==> src/rtl/kim_panel_if.sv <==
// Front-panel signal bundle between the board switches and the KIM-1 core.
// master drives raw active-low switches and consumes conditioned levels; slave is the conditioner.
interface kim_panel_if;
  logic       rs_key_n;
  logic       st_key_n;
  logic       sst_sw_n;
  logic       tty_en_n;
  logic       key_n;
  logic       kim_reset;
  logic       kim_nmi;
  logic       sst_on;
  logic       tty_on;
  logic [4:0] press_pulse;

  modport master (
    output rs_key_n, st_key_n, sst_sw_n, tty_en_n, key_n,
    input  kim_reset, kim_nmi, sst_on, tty_on, press_pulse
  );

  modport slave (
    input  rs_key_n, st_key_n, sst_sw_n, tty_en_n, key_n,
    output kim_reset, kim_nmi, sst_on, tty_on, press_pulse
  );
endinterface

==> src/rtl/kim_panel_conditioner.sv <==
// Synchronise, debounce and stretch the KIM-1 front-panel switches into clean core controls.
// Define PANEL_POR_EN to have reset_n also produce a RESET_HOLD-cycle power-on core reset.
module kim_panel_conditioner #(
  parameter int unsigned DEBOUNCE_CYCLES = 5000,
  parameter int unsigned RESET_HOLD      = 16
) (
  input logic        clk,
  input logic        reset_n,
  kim_panel_if.slave panel
);

  localparam int unsigned NumCh = 5;
  localparam int unsigned ChRs  = 0;
  localparam int unsigned ChSt  = 1;
  localparam int unsigned ChSst = 2;
  localparam int unsigned ChTty = 3;
  localparam int unsigned ChKey = 4;

  localparam int unsigned CntW  = $clog2(DEBOUNCE_CYCLES + 1);
  localparam int unsigned HoldW = (RESET_HOLD > 1) ? $clog2(RESET_HOLD) : 1;

  localparam logic [CntW-1:0]  CntLast  = CntW'(DEBOUNCE_CYCLES - 1);
  localparam logic [HoldW-1:0] HoldLast = HoldW'(RESET_HOLD - 1);

  typedef enum logic [1:0] {
    StRun,
    StAssert,
    StStretch
  } state_e;

  logic [NumCh-1:0]           raw;
  logic [NumCh-1:0]           sync1_q;
  logic [NumCh-1:0]           sync2_q;
  logic [NumCh-1:0]           stable_q;
  logic [NumCh-1:0]           stable_d;
  logic [NumCh-1:0]           stable_dly_q;
  logic [NumCh-1:0]           press_q;
  logic [NumCh-1:0][CntW-1:0] cnt_q;
  logic [NumCh-1:0][CntW-1:0] cnt_d;

  logic             rst_req;
  state_e           state_q;
  logic [HoldW-1:0] hold_q;
  logic             kim_reset_q;

  assign raw = {panel.key_n, panel.tty_en_n, panel.sst_sw_n, panel.st_key_n, panel.rs_key_n};

  // Any disagreement between the synchronised input and the accepted level must persist for
  // DEBOUNCE_CYCLES consecutive edges before it is accepted; a single agreeing edge restarts it.
  always_comb begin
    stable_d = stable_q;
    cnt_d    = '0;
    for (int i = 0; i < NumCh; i++) begin
      if (sync2_q[i] != stable_q[i]) begin
        if (cnt_q[i] == CntLast) begin
          stable_d[i] = sync2_q[i];
        end else begin
          cnt_d[i] = cnt_q[i] + CntW'(1);
        end
      end
    end
  end

  always_ff @(posedge clk) begin
    if (!reset_n) begin
      sync1_q      <= '1;
      sync2_q      <= '1;
      stable_q     <= '1;
      stable_dly_q <= '1;
      press_q      <= '0;
      cnt_q        <= '0;
    end else begin
      sync1_q      <= raw;
      sync2_q      <= sync1_q;
      stable_q     <= stable_d;
      stable_dly_q <= stable_q;
      press_q      <= stable_dly_q & ~stable_q;
      cnt_q        <= cnt_d;
    end
  end

  assign rst_req = ~stable_q[ChRs] | ~stable_q[ChKey];

  // A renewed request while stretching returns to StAssert, so overlapping RS/KEY presses give
  // one unbroken core reset.
  always_ff @(posedge clk) begin
    if (!reset_n) begin
`ifdef PANEL_POR_EN
      state_q     <= StStretch;
      kim_reset_q <= 1'b1;
`else
      state_q     <= StRun;
      kim_reset_q <= 1'b0;
`endif
      hold_q      <= '0;
    end else begin
      unique case (state_q)
        StRun: begin
          hold_q <= '0;
          if (rst_req) begin
            state_q     <= StAssert;
            kim_reset_q <= 1'b1;
          end else begin
            kim_reset_q <= 1'b0;
          end
        end
        StAssert: begin
          kim_reset_q <= 1'b1;
          hold_q      <= '0;
          if (!rst_req) begin
            state_q <= StStretch;
          end
        end
        StStretch: begin
          if (rst_req) begin
            state_q     <= StAssert;
            kim_reset_q <= 1'b1;
            hold_q      <= '0;
          end else if (hold_q == HoldLast) begin
            state_q     <= StRun;
            kim_reset_q <= 1'b0;
            hold_q      <= '0;
          end else begin
            kim_reset_q <= 1'b1;
            hold_q      <= hold_q + HoldW'(1);
          end
        end
        default: begin
          state_q     <= StRun;
          kim_reset_q <= 1'b0;
          hold_q      <= '0;
        end
      endcase
    end
  end

  assign panel.kim_reset   = kim_reset_q;
  assign panel.kim_nmi     = ~stable_q[ChSt];
  assign panel.sst_on      = ~stable_q[ChSst];
  assign panel.tty_on      = ~stable_q[ChTty];
  assign panel.press_pulse = press_q;

endmodule

==> src/flat_wrapper.sv <==
// flat-port wrapper written by rule: the top's interface ports become plain ports
module kim_panel_conditioner_flat 
#(
  parameter int unsigned DEBOUNCE_CYCLES = 5000,
  parameter int unsigned RESET_HOLD      = 16
)
  (clk, reset_n, panel_rs_key_n, panel_st_key_n, panel_sst_sw_n, panel_tty_en_n, panel_key_n, panel_kim_reset, panel_kim_nmi, panel_sst_on, panel_tty_on, panel_press_pulse);
  kim_panel_if panel_i ();
  input logic clk;
  input logic reset_n;
  input wire logic [$bits(panel_i.rs_key_n)-1:0] panel_rs_key_n;
  input wire logic [$bits(panel_i.st_key_n)-1:0] panel_st_key_n;
  input wire logic [$bits(panel_i.sst_sw_n)-1:0] panel_sst_sw_n;
  input wire logic [$bits(panel_i.tty_en_n)-1:0] panel_tty_en_n;
  input wire logic [$bits(panel_i.key_n)-1:0] panel_key_n;
  output wire logic [$bits(panel_i.kim_reset)-1:0] panel_kim_reset;
  output wire logic [$bits(panel_i.kim_nmi)-1:0] panel_kim_nmi;
  output wire logic [$bits(panel_i.sst_on)-1:0] panel_sst_on;
  output wire logic [$bits(panel_i.tty_on)-1:0] panel_tty_on;
  output wire logic [$bits(panel_i.press_pulse)-1:0] panel_press_pulse;
  assign panel_i.rs_key_n = panel_rs_key_n;
  assign panel_i.st_key_n = panel_st_key_n;
  assign panel_i.sst_sw_n = panel_sst_sw_n;
  assign panel_i.tty_en_n = panel_tty_en_n;
  assign panel_i.key_n = panel_key_n;
  assign panel_kim_reset = panel_i.kim_reset;
  assign panel_kim_nmi = panel_i.kim_nmi;
  assign panel_sst_on = panel_i.sst_on;
  assign panel_tty_on = panel_i.tty_on;
  assign panel_press_pulse = panel_i.press_pulse;
  kim_panel_conditioner #(.DEBOUNCE_CYCLES(DEBOUNCE_CYCLES), .RESET_HOLD(RESET_HOLD)) u_core (.clk(clk), .reset_n(reset_n), .panel(panel_i));
endmodule
==> config.mk <==
export PLATFORM = sky130hd
export DESIGN_NAME = kim_panel_conditioner_flat
export DESIGN_NICKNAME = d
export VERILOG_FILES = /design/src/rtl/kim_panel_if.sv /design/src/rtl/kim_panel_conditioner.sv /design/src/flat_wrapper.sv
export SDC_FILE = /design/constraint.sdc
export NUM_CORES = 1
export LEC_CHECK = 0
export ABC_AREA = 1
export BUFFER_PORTS_ARGS = -buffer_cell sky130_fd_sc_hd__buf_2
export CORE_MARGIN = 1
export CORE_UTILIZATION = 30
export DETAILED_ROUTE_END_ITERATION = 16
export PLACE_DENSITY = 0.44
export SLEW_MARGIN = 20
export SYNTH_ARGS = -nofsm -noshare
export SYNTH_HDL_FRONTEND = slang
export SYNTH_SLANG_ARGS = --single-unit
==> constraint.sdc <==
create_clock -name clk -period 1.4 [get_ports clk]
set_input_delay 0.14 -clock clk [delete_from_list [all_inputs] [get_ports clk]]
set_output_delay 0.14 -clock clk [all_outputs]
set_load 0.01 [all_outputs]
Word-level counts from Yosys, hierarchy flattened
Index checks and enable logic that the tools add are counted.

word-level totals
  register bits after elaboration = 97

operators by class
  equality and inequality tests = 16
  reductions and logical operators = 13
  multiplexer cells = 9
  add/sub/neg operators = 6
  bitwise operators = 15

operator list
  operator                                                         number
  13-bit by 1-bit adder with 13-bit output, second input constant  5
  13-bit == test, second input constant                            5
  3-bit OR reduction                                               5
  1-bit NOT                                                        12
  2-bit AND reduction                                              5
  2-bit two-way mux                                                4
  2-bit one-hot mux with 3 select lines                            1
  5-bit AND                                                        1
  1-bit != test                                                    5
  5-bit NOT                                                        1
  4-bit by 1-bit adder with 4-bit output, second input constant    1
  4-bit == test, second input constant                             1
  4-bit OR reduction                                               1
  1-bit two-way mux                                                3
  3-bit by 1-bit != test with 1-bit output, second input constant  1
  1-bit one-hot mux with 3 select lines                            1
  3-bit AND reduction                                              1
  2-bit by 1-bit == test with 1-bit output, second input constant  1
  2-bit == test, second input constant                             1
  2-bit logical NOT                                                1
  2-bit by 1-bit != test with 1-bit output, second input constant  1
  2-bit != test, second input constant                             1
  1-bit OR                                                         1

Longest topological paths before layout
Gate-level depths: netlist (run 1).

  depth after elaboration = 4
  gate-level depth with buffers = 7

Least setup slack after synthesis (run 1)
No wires, ideal clock.

  path kind = reg2reg
  start point = register u_core.cnt_q[52] in the netlist's numbering
  end point = register u_core.cnt_q[59] in the netlist's numbering
  arrival time = 1.130 ns
  cell stages (with the launch flop) = 8
  required time = 1.286 ns
  path slack = 0.156 ns
  clock period less this slack = 1.244 ns
  cell sequence = dfxtp_1 ha_1 nand2_1 nor2_1 nand3_1 nand2_1 buf_6 nor2_1

on the way
  longest elaborated chain between the ends = 2

RTL lines
  what                                                                              line                         source
  start, declared                                                                   kim_panel_conditioner.sv:38  logic [NumCh-1:0][CntW-1:0] cnt_q;
  start signal, assigned                                                            kim_panel_conditioner.sv:78  cnt_q <= cnt_d;
  branches (longest 2 deep; another with 13-bit by 1-bit adder with 13-bit output)  --

Parallel ways; which one is timed is not known.
A chain may end at the register's enable or synchronous reset.

Worst setup path in the final report (run 1)
  start point = register u_core.cnt_q[27] in the netlist's numbering
  end point = register u_core.cnt_q[29] in the netlist's numbering

The elaborated chain is that of the path after synthesis.

==> metrics, run 1 <==
final core occ=0.3702; Clk Latency, worst-skew pair=0.35 ns; via count of the first global-routing pass=3341; Max VDD drop=0.4955 mV; drt via density=4.416; final hold vios=0; Reg clk slew, reported paths=0.06 ns; Ports=16; Max Fanout on Critical Path=6; combinational power share=0.018; required time of the critical path=1.63 ns; post-CTS setup buffer count=0; switch share=0.2164; fin nets=628; most frequent cells in the layout=nand2_1, nor2_1, dfxtp_1; Pwr per Cell Area=1085 mW/mm^2; Placer Congestion=0.7639; I/O Buffers=15; Clock Sink Count=97; Antenna Cells=0; # DRC=0; Post-Syn Area=0.004180 sq mm; final wirelength=8.466 mm; Seq/Total Area, Yosys=0.4645; placed cell count=776; CORE AREA=0.01340 sq mm; net load switching power=1.164 mW; Clock power frac=0.465; global-route wire length before repair=14.72 mm; Hold Crit Class=input port to flip-flop; HPWL Detailed=6.192 mm; Flop pwr share=0.517; Placed Instance Area=0.004583 sq mm; reg2reg path depth=7; DIE WIDTH=120.0 microns; Least-Margin Pin Slew=0.3614 ns; status=finished clean; row count=42; Design Area, Final=0.004961 sq mm; CTS tree=built; startpoint types=flip-flop; wire length per cell=10.64 microns; worst endpoint data arrival time=1.54 ns; Ys Warns=0; commonest non-fill, non-tap cell in the layout=nand2_1; Worst Clk Skew=0.009109 ns; Chip Height=120.0 microns; Lkg Pwr=1.732 nW; WHS=0.007513 ns; Post-Layout Cell Count=796; Area Growth Syn to Fin=18.68%; Max Freq=0.7655 GHz; share of layout cells above drive strength 1=0.1258; #FFs+latches synth=97; H-tree depth=3; clock tree buffer depth=2; Setup violations, final=0; Die ar.=0.01441 sq mm; syn_area_per_cell=7.270 sq um; CTS Buf Count=9; depth of the worst hold-timing path=2; Critical Path Sink Type=flip-flop; crit share post-route=0.9330; Cells after Synth=575; Final Total Pwr=5.381 mW; final worst path period need=1.306 ns; first drt pass iteration count=5; initial antenna violation count=0; Initial Util=0.3120; fillers=1443; grt total ovfl=0; Total GRT Usage=0.1287; Rel. slew slack=0.7581; fin. max-slew vios=0; Crit Path Class=flip-flop to flip-flop; Via Count=3515; Netlist cell types=23; Root Buffer=clkbuf_16; number of routed nets with antenna violations=0; design internal power=4.217 mW; Max-cap violations=0; syn nets=588; largest net degree at the start of global routing=17; 1st-iter DRT viols=165
-- logic make-up (layout without fill, tap and decap cells) --
group           count (synthesis)  in the layout  synth area share
xor+xnor                       25             25           0.05238
buf+inv                        72            117           0.07213
simple gates                  331            331            0.3367
fa+ha+maj                       6              6           0.01796
compound gates                 44             44           0.05627
flops                          97             97            0.4645
-- worst max-delay path, cell delays in order, from the launching register on --
cell and delay [ns]:
dfxtp_1 0.35, ha_2 0.21, nand2_1 0.09, nor2_2 0.15, nand2_1 0.10, nand2_1 0.10, buf_4 0.15, a21oi_1 0.05
-- power by group through the flow --
stage                     Combinational [mW]  Sequential [mW]  Clock (mW)
after floorplan                       0.0477             2.85           0
after global placement                0.0881             2.85           0
after detailed placement              0.0898             2.85           0
after CTS                             0.0981             2.78        2.61
after global routing                   0.108             2.79        2.71
final                                 0.0955             2.78        2.50
-- path summary, 6_finish.rpt --
check                                            start                     endpoint  slack, ns
worst max register to register        u_core.cnt_q[27]             u_core.cnt_q[29]       0.09
worst min register to register  u_core.stable_dly_q[3]  u_core.panel.press_pulse[3]       0.41
worst max-delay path                  u_core.cnt_q[27]             u_core.cnt_q[29]       0.09
worst min-delay path                    panel_tty_en_n            u_core.sync1_q[3]      0.008
-- Yosys cell counts --
cell        n  share of area
buf_4       2         0.0036
nand2_1   139           0.12
nand3b_1    1         0.0018
a21oi_1    32          0.038
nor2_2      2         0.0030
clkbuf_1    1        0.00090
buf_2       1         0.0012
buf_6       3         0.0081
nor3_1      1         0.0012
nand4_1    20          0.030
nor2_4      2         0.0054
nand3_1    46          0.055
o21ai_0     8         0.0096
xor2_1     17          0.036
a21oi_2     4         0.0084
nor2_1    107          0.096
inv_2       1        0.00090
or2_2      12          0.018
ha_1        6          0.018
xnor2_1     8          0.017
or2_0       1         0.0015
dfxtp_1    97           0.46
inv_1      64          0.057
-- flip-flops by register name (all words and copies together) (netlist names) --
signal                    count
u_core.cnt_q                 65
u_core.state_q                2
u_core.stable_q               5
u_core.sync1_q                5
u_core.sync2_q                5
u_core.panel.kim_reset        1
u_core.panel.press_pulse      5
u_core.stable_dly_q           5
u_core.hold_q                 4
-- cell type report --
| class | instances | area, sq um | area share |
|---|---|---|---|
| sequential | 97 | 1946 | 0.3922 |
| clock buffer | 10 | 229.0 | 0.04615 |
| multi-input combinational | 406 | 1974 | 0.3980 |
| inverter | 65 | 244.0 | 0.04918 |
| tap | 176 | 220.2 | 0.04439 |
| clock inverter | 6 | 67.56 | 0.01362 |
| timing repair buffer | 36 | 280.3 | 0.05649 |
-- through the flow --
| step | setup slack, ns | TNS, ns |
|---|---|---|
| floorplan | 0.1557 | 0 |
| global placement | 0.03710 | 0 |
| detailed placement | 0.03215 | 0 |
| CTS | 0.02261 | 0 |
| global route | -0.002983 | -0.002983 |
| finish | 0.09374 | 0 |
-- timing repair --
action | 4_1_cts | 5_1_grt
hold buffers | 4 | 0
gates resized for setup | 0 | 12
endpoints found under the setup margin | 0 | 57
endpoints found under the hold margin | 4 | 0
-- metal layers --
metal / GRT usage / vias to the layer above / wire (microns)
met2: 0.2033 / 30 / 3796
met1: 0.1601 / 1582 / 4249
met3: 0.03089 / 12 / 237
met4: 0.07188 / 0 / 182
met5: 0 / - / 0
li1: - / 1891 / -
No activity file was read; power rests on OpenSTA's default activity.
==> run 2, diff against run 1 <==
--- a/config.mk
+++ b/config.mk
@@ -7,7 +7,8 @@
 export LEC_CHECK = 0
 export ABC_AREA = 1
 export BUFFER_PORTS_ARGS = -buffer_cell sky130_fd_sc_hd__buf_2
-export CORE_MARGIN = 1
+export CAP_MARGIN = 5
+export CORE_MARGIN = 3
 export CORE_UTILIZATION = 30
 export DETAILED_ROUTE_END_ITERATION = 16
 export PLACE_DENSITY = 0.44
==> run 2 against run 1 <==
Effect of this change: final area is essentially flat; flip-flop and latch count is the same; non-clock buffer count grew 4; register-to-register slack gained 0.03 ns; via count shrank 0.65%; critical path depth is the same; critical path type unchanged.
==> metrics, run 2 (synthesized netlist as in run 1, its figures left out) <==
fillers=1442 (-0.069%); Ports=16 (unchanged); CTS Buf Count=9 (unchanged); setup slack, reg-to-reg=0.12 ns (+0.03 ns); wire length per cell=10.26 microns (-3.5%); GR Layer Usage met2=0.1774 (-0.02594); global-route wire length before repair=14.39 mm (-2.2%); Worst path top cell family by delay=simple AND/OR/NAND/NOR gates; unrepaired setup endpoints after global routing=true; row count=42 (unchanged); final worst path period need=1.279 ns (-0.02683 ns); drt via density=4.365 (-1.2%); Least-Margin Pin Slew=0.3643 ns (+0.002896 ns); status=finished clean; initial antenna violation count=0 (unchanged); H-tree depth=3 (unchanged); # DRC=0 (unchanged); Cell Chain, Critical Path=ha_2, nand2_1, nor2_2, nand3_1, nand2_1, buf_4, nor2_1; Max-cap violations=0 (unchanged); HPWL Detailed=6.099 mm (-1.5%); Hold Crit Class=input port to flip-flop; Die ar.=0.01539 sq mm (+6.8%); final hold vios=0 (unchanged); Setup violations, final=0 (unchanged); Total GRT Usage=0.1187 (-0.01003); Top reg by flops=u_core.cnt_q; Post-Layout Cell Count=800 (+0.50%); Area Growth Syn to Fin=18.74% (about the same); Max VDD drop=0.6642 mV (+34%); placed cell count=779 (+0.39%); Crit-path slowest cell=dfxtp_1; Largest register FFs=65 (unchanged); Max Fanout on Critical Path=7 (+1); required time of the critical path=1.65 ns (+0.02 ns); GR Util met1=0.1579 (-0.002206); Worst path max stage delay=0.35 ns (about the same); final wirelength=8.211 mm (-3.0%); CORE AREA=0.01345 sq mm (+0.39%); Reg clk slew, reported paths=0.07 ns (about the same); Via Count=3492 (-0.65%); via count of the first global-routing pass=3249 (-2.8%); Worst Clk Skew=0.008635 ns (-0.0004743 ns); Final Total Pwr=5.355 mW (-0.48%); final setup TNS=0 ns (unchanged); Critical Path Sink Type=flip-flop; met3 Use GR=0.03406 (+0.003166); Lkg Pwr=1.745 nW (+0.73%); Clock Sink Count=97 (unchanged); share of layout cells above drive strength 1=0.1330 (+0.007206); Chip Height=124.0 microns (+3.3%); worst endpoint data arrival time=1.53 ns (about the same); startpoint types=flip-flop; clock tree buffer depth=2 (unchanged); first drt pass iteration count=4 (-1); crit share post-route=0.9139 (-0.01917); largest net degree at the start of global routing=16 (-1); Initial Util=0.3107 (-0.001219); Clk Latency, worst-skew pair=0.35 ns (about the same); Rel. slew slack=0.7545 (-0.003607); Root Buffer=clkbuf_16; Pwr per Cell Area=1079 mW/mm^2 (-0.53%); 1st-iter DRT viols=172 (+4.2%); grt total ovfl=0 (unchanged); fin. max-slew vios=0 (unchanged); CP dominant cell by count=nand2_1; Antenna Cells=0 (unchanged); commonest non-fill, non-tap cell in the layout=nand2_1; Max Freq=0.7816 GHz (+2.1%); most frequent cells in the layout=nand2_1, nor2_1, dfxtp_1; WP buf/inv=1 (unchanged); DIE WIDTH=124.0 microns (+3.3%); Placer Congestion=0.7533 (-1.4%); Crit Path Class=flip-flop to flip-flop; number of routed nets with antenna violations=0 (unchanged); CTS tree=built; fin nets=632 (+0.64%); GR peak layer=met2; I/O Buffers=15 (unchanged)
-- run 2: path summary, 6_finish.rpt --
path,endpoint,startpoint,depth (start not counted)
worst min register to register,u_core.panel.press_pulse[4],u_core.stable_dly_q[4],2
worst max-delay path,u_core.cnt_q[5],u_core.cnt_q[1],7
worst max register to register,u_core.cnt_q[5],u_core.cnt_q[1],7
worst min-delay path,u_core.stable_q[1],reset_n,2
-- run 2: layout make-up --
| type | count | area [sq um] | share of cell area |
|---|---|---|---|
| clock buffers | 11 | 242.7 | 0.04890 |
| flip-flops and latches | 97 | 1946 | 0.3920 |
| well taps | 176 | 220.2 | 0.04437 |
| multi-input cells | 406 | 1969 | 0.3968 |
| inverters | 65 | 244.0 | 0.04916 |
| repair buffers | 40 | 287.8 | 0.05798 |
| clock inverters | 5 | 53.80 | 0.01084 |
-- run 2: metrics by stage --
stage               worst slack, ns  hold slack, ns  utilization  instance area [sq um]
finish                       0.1206         0.04184       0.3690                   4964
global route              -0.004952         0.05218       0.3690                   4964
floorplan                    0.1557          0.2466            -                   4180
CTS                         0.02861         0.03360       0.3663                   4927
detailed placement          0.04530          0.3308       0.3405                   4581
global placement            0.06548          0.3281       0.3405                   4581
-- run 2: where the power goes --
| group | internal [mW] | switching (mW) | total [mW] |
|---|---|---|---|
| logic | 0.0511 | 0.0477 | 0.0989 |
| clock network | 1.43 | 1.04 | 2.47 |
| registers | 2.78 | 0.00931 | 2.79 |
| total | 4.26 | 1.10 | 5.36 |
-- run 2: timing repair --
item	CTS	global route
resized for setup	0	13
buffers inserted	0	0
hold buffers	5	0
setup endpoints to repair	0	57
hold endpoints to repair	5	0
-- run 2: routing by layer --
layer  routed length [microns]  share of wire
met1                      4373           0.53
met2                      3396           0.41
met3                       270          0.033
met4                       170          0.021
met5                         0              0
==> run 3, diff against run 2 <==
--- a/config.mk
+++ b/config.mk
@@ -8,10 +8,12 @@
 export ABC_AREA = 1
 export BUFFER_PORTS_ARGS = -buffer_cell sky130_fd_sc_hd__buf_2
 export CAP_MARGIN = 5
+export CELL_PAD_IN_SITES_DETAIL_PLACEMENT = 1
+export CELL_PAD_IN_SITES_GLOBAL_PLACEMENT = 1
 export CORE_MARGIN = 3
 export CORE_UTILIZATION = 30
 export DETAILED_ROUTE_END_ITERATION = 16
-export PLACE_DENSITY = 0.44
+export PLACE_DENSITY = 0.55
 export SLEW_MARGIN = 20
 export SYNTH_ARGS = -nofsm -noshare
 export SYNTH_HDL_FRONTEND = slang
==> run 3 against run 2 <==
Effect of this change: first-iteration DRC count shrank 37%; sequential share of layout area shrank 0.44 points; setup slack gained 0.0010 ns; flip-flop and latch count is the same; clock power grew 8.1%; sequential power is essentially flat; count of clock-buffer cells in the layout is the same; register-to-register slack is essentially flat; clock skew shrank 0.0014 ns; fmax is essentially flat; worst hold slack gained 0.10 ns; cell count shrank 0.38%; critical endpoint is now u_core.cnt_q[49].
==> metrics, run 3 (synthesized netlist as in run 1, its figures left out) <==
CTS tree=built; drt via density=4.511 (+3.3%); fin nets=629 (-0.47%); Max VDD drop=0.8360 mV (+26%); Max-cap violations=0 (unchanged); Reg clk slew, reported paths=0.07 ns (about the same); Rel. slew slack=0.7446 (-0.009987); wire length per cell=11.90 microns (+16%); Die ar.=0.01539 sq mm (unchanged); unrepaired setup endpoints after global routing=false; Worst Setup SP=u_core.cnt_q[40]; switch share=0.2012 (-0.003688); net load switching power=1.117 mW (+1.8%); status=finished clean; Pwr per Cell Area=1104 mW/mm^2 (+2.3%); Cell Chain, Critical Path=ha_2, nand2_1, nor2_4, buf_4, nand3_1, nand2_1, a21oi_1; share of layout cells above drive strength 1=0.1449 (+0.01191); required time of the critical path=1.64 ns (about the same); Flop pwr share=0.502 (-0.018); Via Count=3595 (+2.9%); Max Freq=0.7822 GHz (about the same); startpoint types=flip-flop; largest net degree at the start of global routing=17 (+1); number of routed nets with antenna violations=0 (unchanged); final wirelength=9.484 mm (+16%); 1st-iter DRT viols=108 (-37%); Critical Path Sink Type=flip-flop; row count=42 (unchanged); Max Fanout on Critical Path=5 (-2); Clock Sink Count=97 (unchanged); Worst R2R Start=u_core.cnt_q[40]; Clock power frac=0.481 (+0.020); combinational power share=0.017 (about the same); I/O Buffers=15 (unchanged); Lkg Pwr=1.750 nW (+0.29%); Ports=16 (unchanged); WHS=0.1453 ns (+0.1034 ns); via count of the first global-routing pass=3588 (+10%); Root Buffer=clkbuf_16; DIE WIDTH=124.0 microns (unchanged); crit share post-route=0.9131 (about the same); first drt pass iteration count=4 (unchanged); final setup TNS=0 ns (unchanged); Total GRT Usage=0.1353 (+0.01658); # DRC=0 (unchanged); CTS Buf Count=9 (unchanged); CP dominant cell by count=nand2_1; CORE AREA=0.01345 sq mm (unchanged); Worst path top cell family by delay=simple AND/OR/NAND/NOR gates; Clk Latency, worst-skew pair=0.35 ns (about the same); final hold vios=0 (unchanged); worst endpoint data arrival time=1.52 ns (about the same); Final WS setup=0.1216 ns (+0.001032 ns); Worst Clk Skew=0.007189 ns (-0.001446 ns); Hold Crit Class=input port to flip-flop; Chip Height=124.0 microns (unchanged); global-route wire length before repair=16.39 mm (+14%); Worst path max stage delay=0.35 ns (about the same); Largest register FFs=65 (unchanged); grt total ovfl=0 (unchanged); final core occ=0.3739 (+0.004929); clock tree buffer depth=2 (unchanged); Least-Margin Pin Slew=0.3818 ns (+0.01742 ns); Top reg by flops=u_core.cnt_q; Area Growth Syn to Fin=20.32%; initial antenna violation count=0 (unchanged); design internal power=4.434 mW (+4.1%); most frequent cells in the layout=nand2_1, nor2_1, dfxtp_1; HPWL Detailed=7.170 mm (+18%); Setup violations, final=0 (unchanged); Placer Congestion=0.7702 (+2.2%); worst slack at placement=0.01505 ns (-0.03026 ns); Worst Min Path Start=reset_n; Antenna Cells=0 (unchanged); WP buf/inv=1 (unchanged); Initial Util=0.3107 (unchanged); fin. max-slew vios=0 (unchanged); Crit-path slowest cell=dfxtp_1; Crit Path Class=flip-flop to flip-flop; commonest non-fill, non-tap cell in the layout=nand2_1; H-tree depth=3 (unchanged); final worst path period need=1.278 ns (-0.001032 ns)
run 3: path summary, 6_finish.rpt:
check / endpoint / slack, ns / cells after the start
max: u_core.cnt_q[49] / 0.12 / 7
min: u_core.stable_q[3] / 0.15 / 2
max reg2reg: u_core.cnt_q[49] / 0.12 / 7
min reg2reg: u_core.panel.press_pulse[2] / 0.41 / 2
run 3: metal layers:
| metal | wire length [microns] | vias to the layer above | global-route usage |
|---|---|---|---|
| met1 | 4737 | 1671 | 0.1722 |
| li1 | - | 1893 | - |
| met3 | 283 | 9 | 0.04269 |
| met2 | 4354 | 22 | 0.2203 |
| met4 | 109 | 0 | 0.03901 |
| met5 | 0 | - | 0 |
run 3: what timing repair did:
item	CTS	global route
pin swaps	0	4
endpoints found under the setup margin	1	63
gates resized for setup	1	25
buffers inserted	0	3
hold buffers	5	0
endpoints found under the hold margin	5	0
run 3: final cells by class:
class,instances,area (sq um)
multi-input cells,406,2017
clock inverters,5,78.83
fillers,1693,8423
well taps,176,220.2
flip-flops and latches,97,1949
inverters,65,244.0
repair buffers,37,277.8
clock buffers,11,242.7
run 3: power groups by stage:
stage	clock, mW	combinational, mW	sequential (mW)
after global routing	2.90	0.105	2.79
after floorplan	0	0.0477	2.85
after global placement	0	0.0807	2.85
final	2.67	0.0919	2.79
after CTS	2.79	0.0938	2.78
after detailed placement	0	0.0829	2.85
run 3: stage by stage:
| step | instance area [sq um] | total power, mW | instances |
|---|---|---|---|
| final | 5030 | 5.551 | 797 |
| after floorplan | 4180 | 2.894 | 575 |
| after detailed placement | 4548 | 2.932 | 773 |
| after CTS | 4922 | 5.673 | 794 |
| after global routing | 5030 | 5.792 | 797 |
| after global placement | 4548 | 2.929 | 773 |
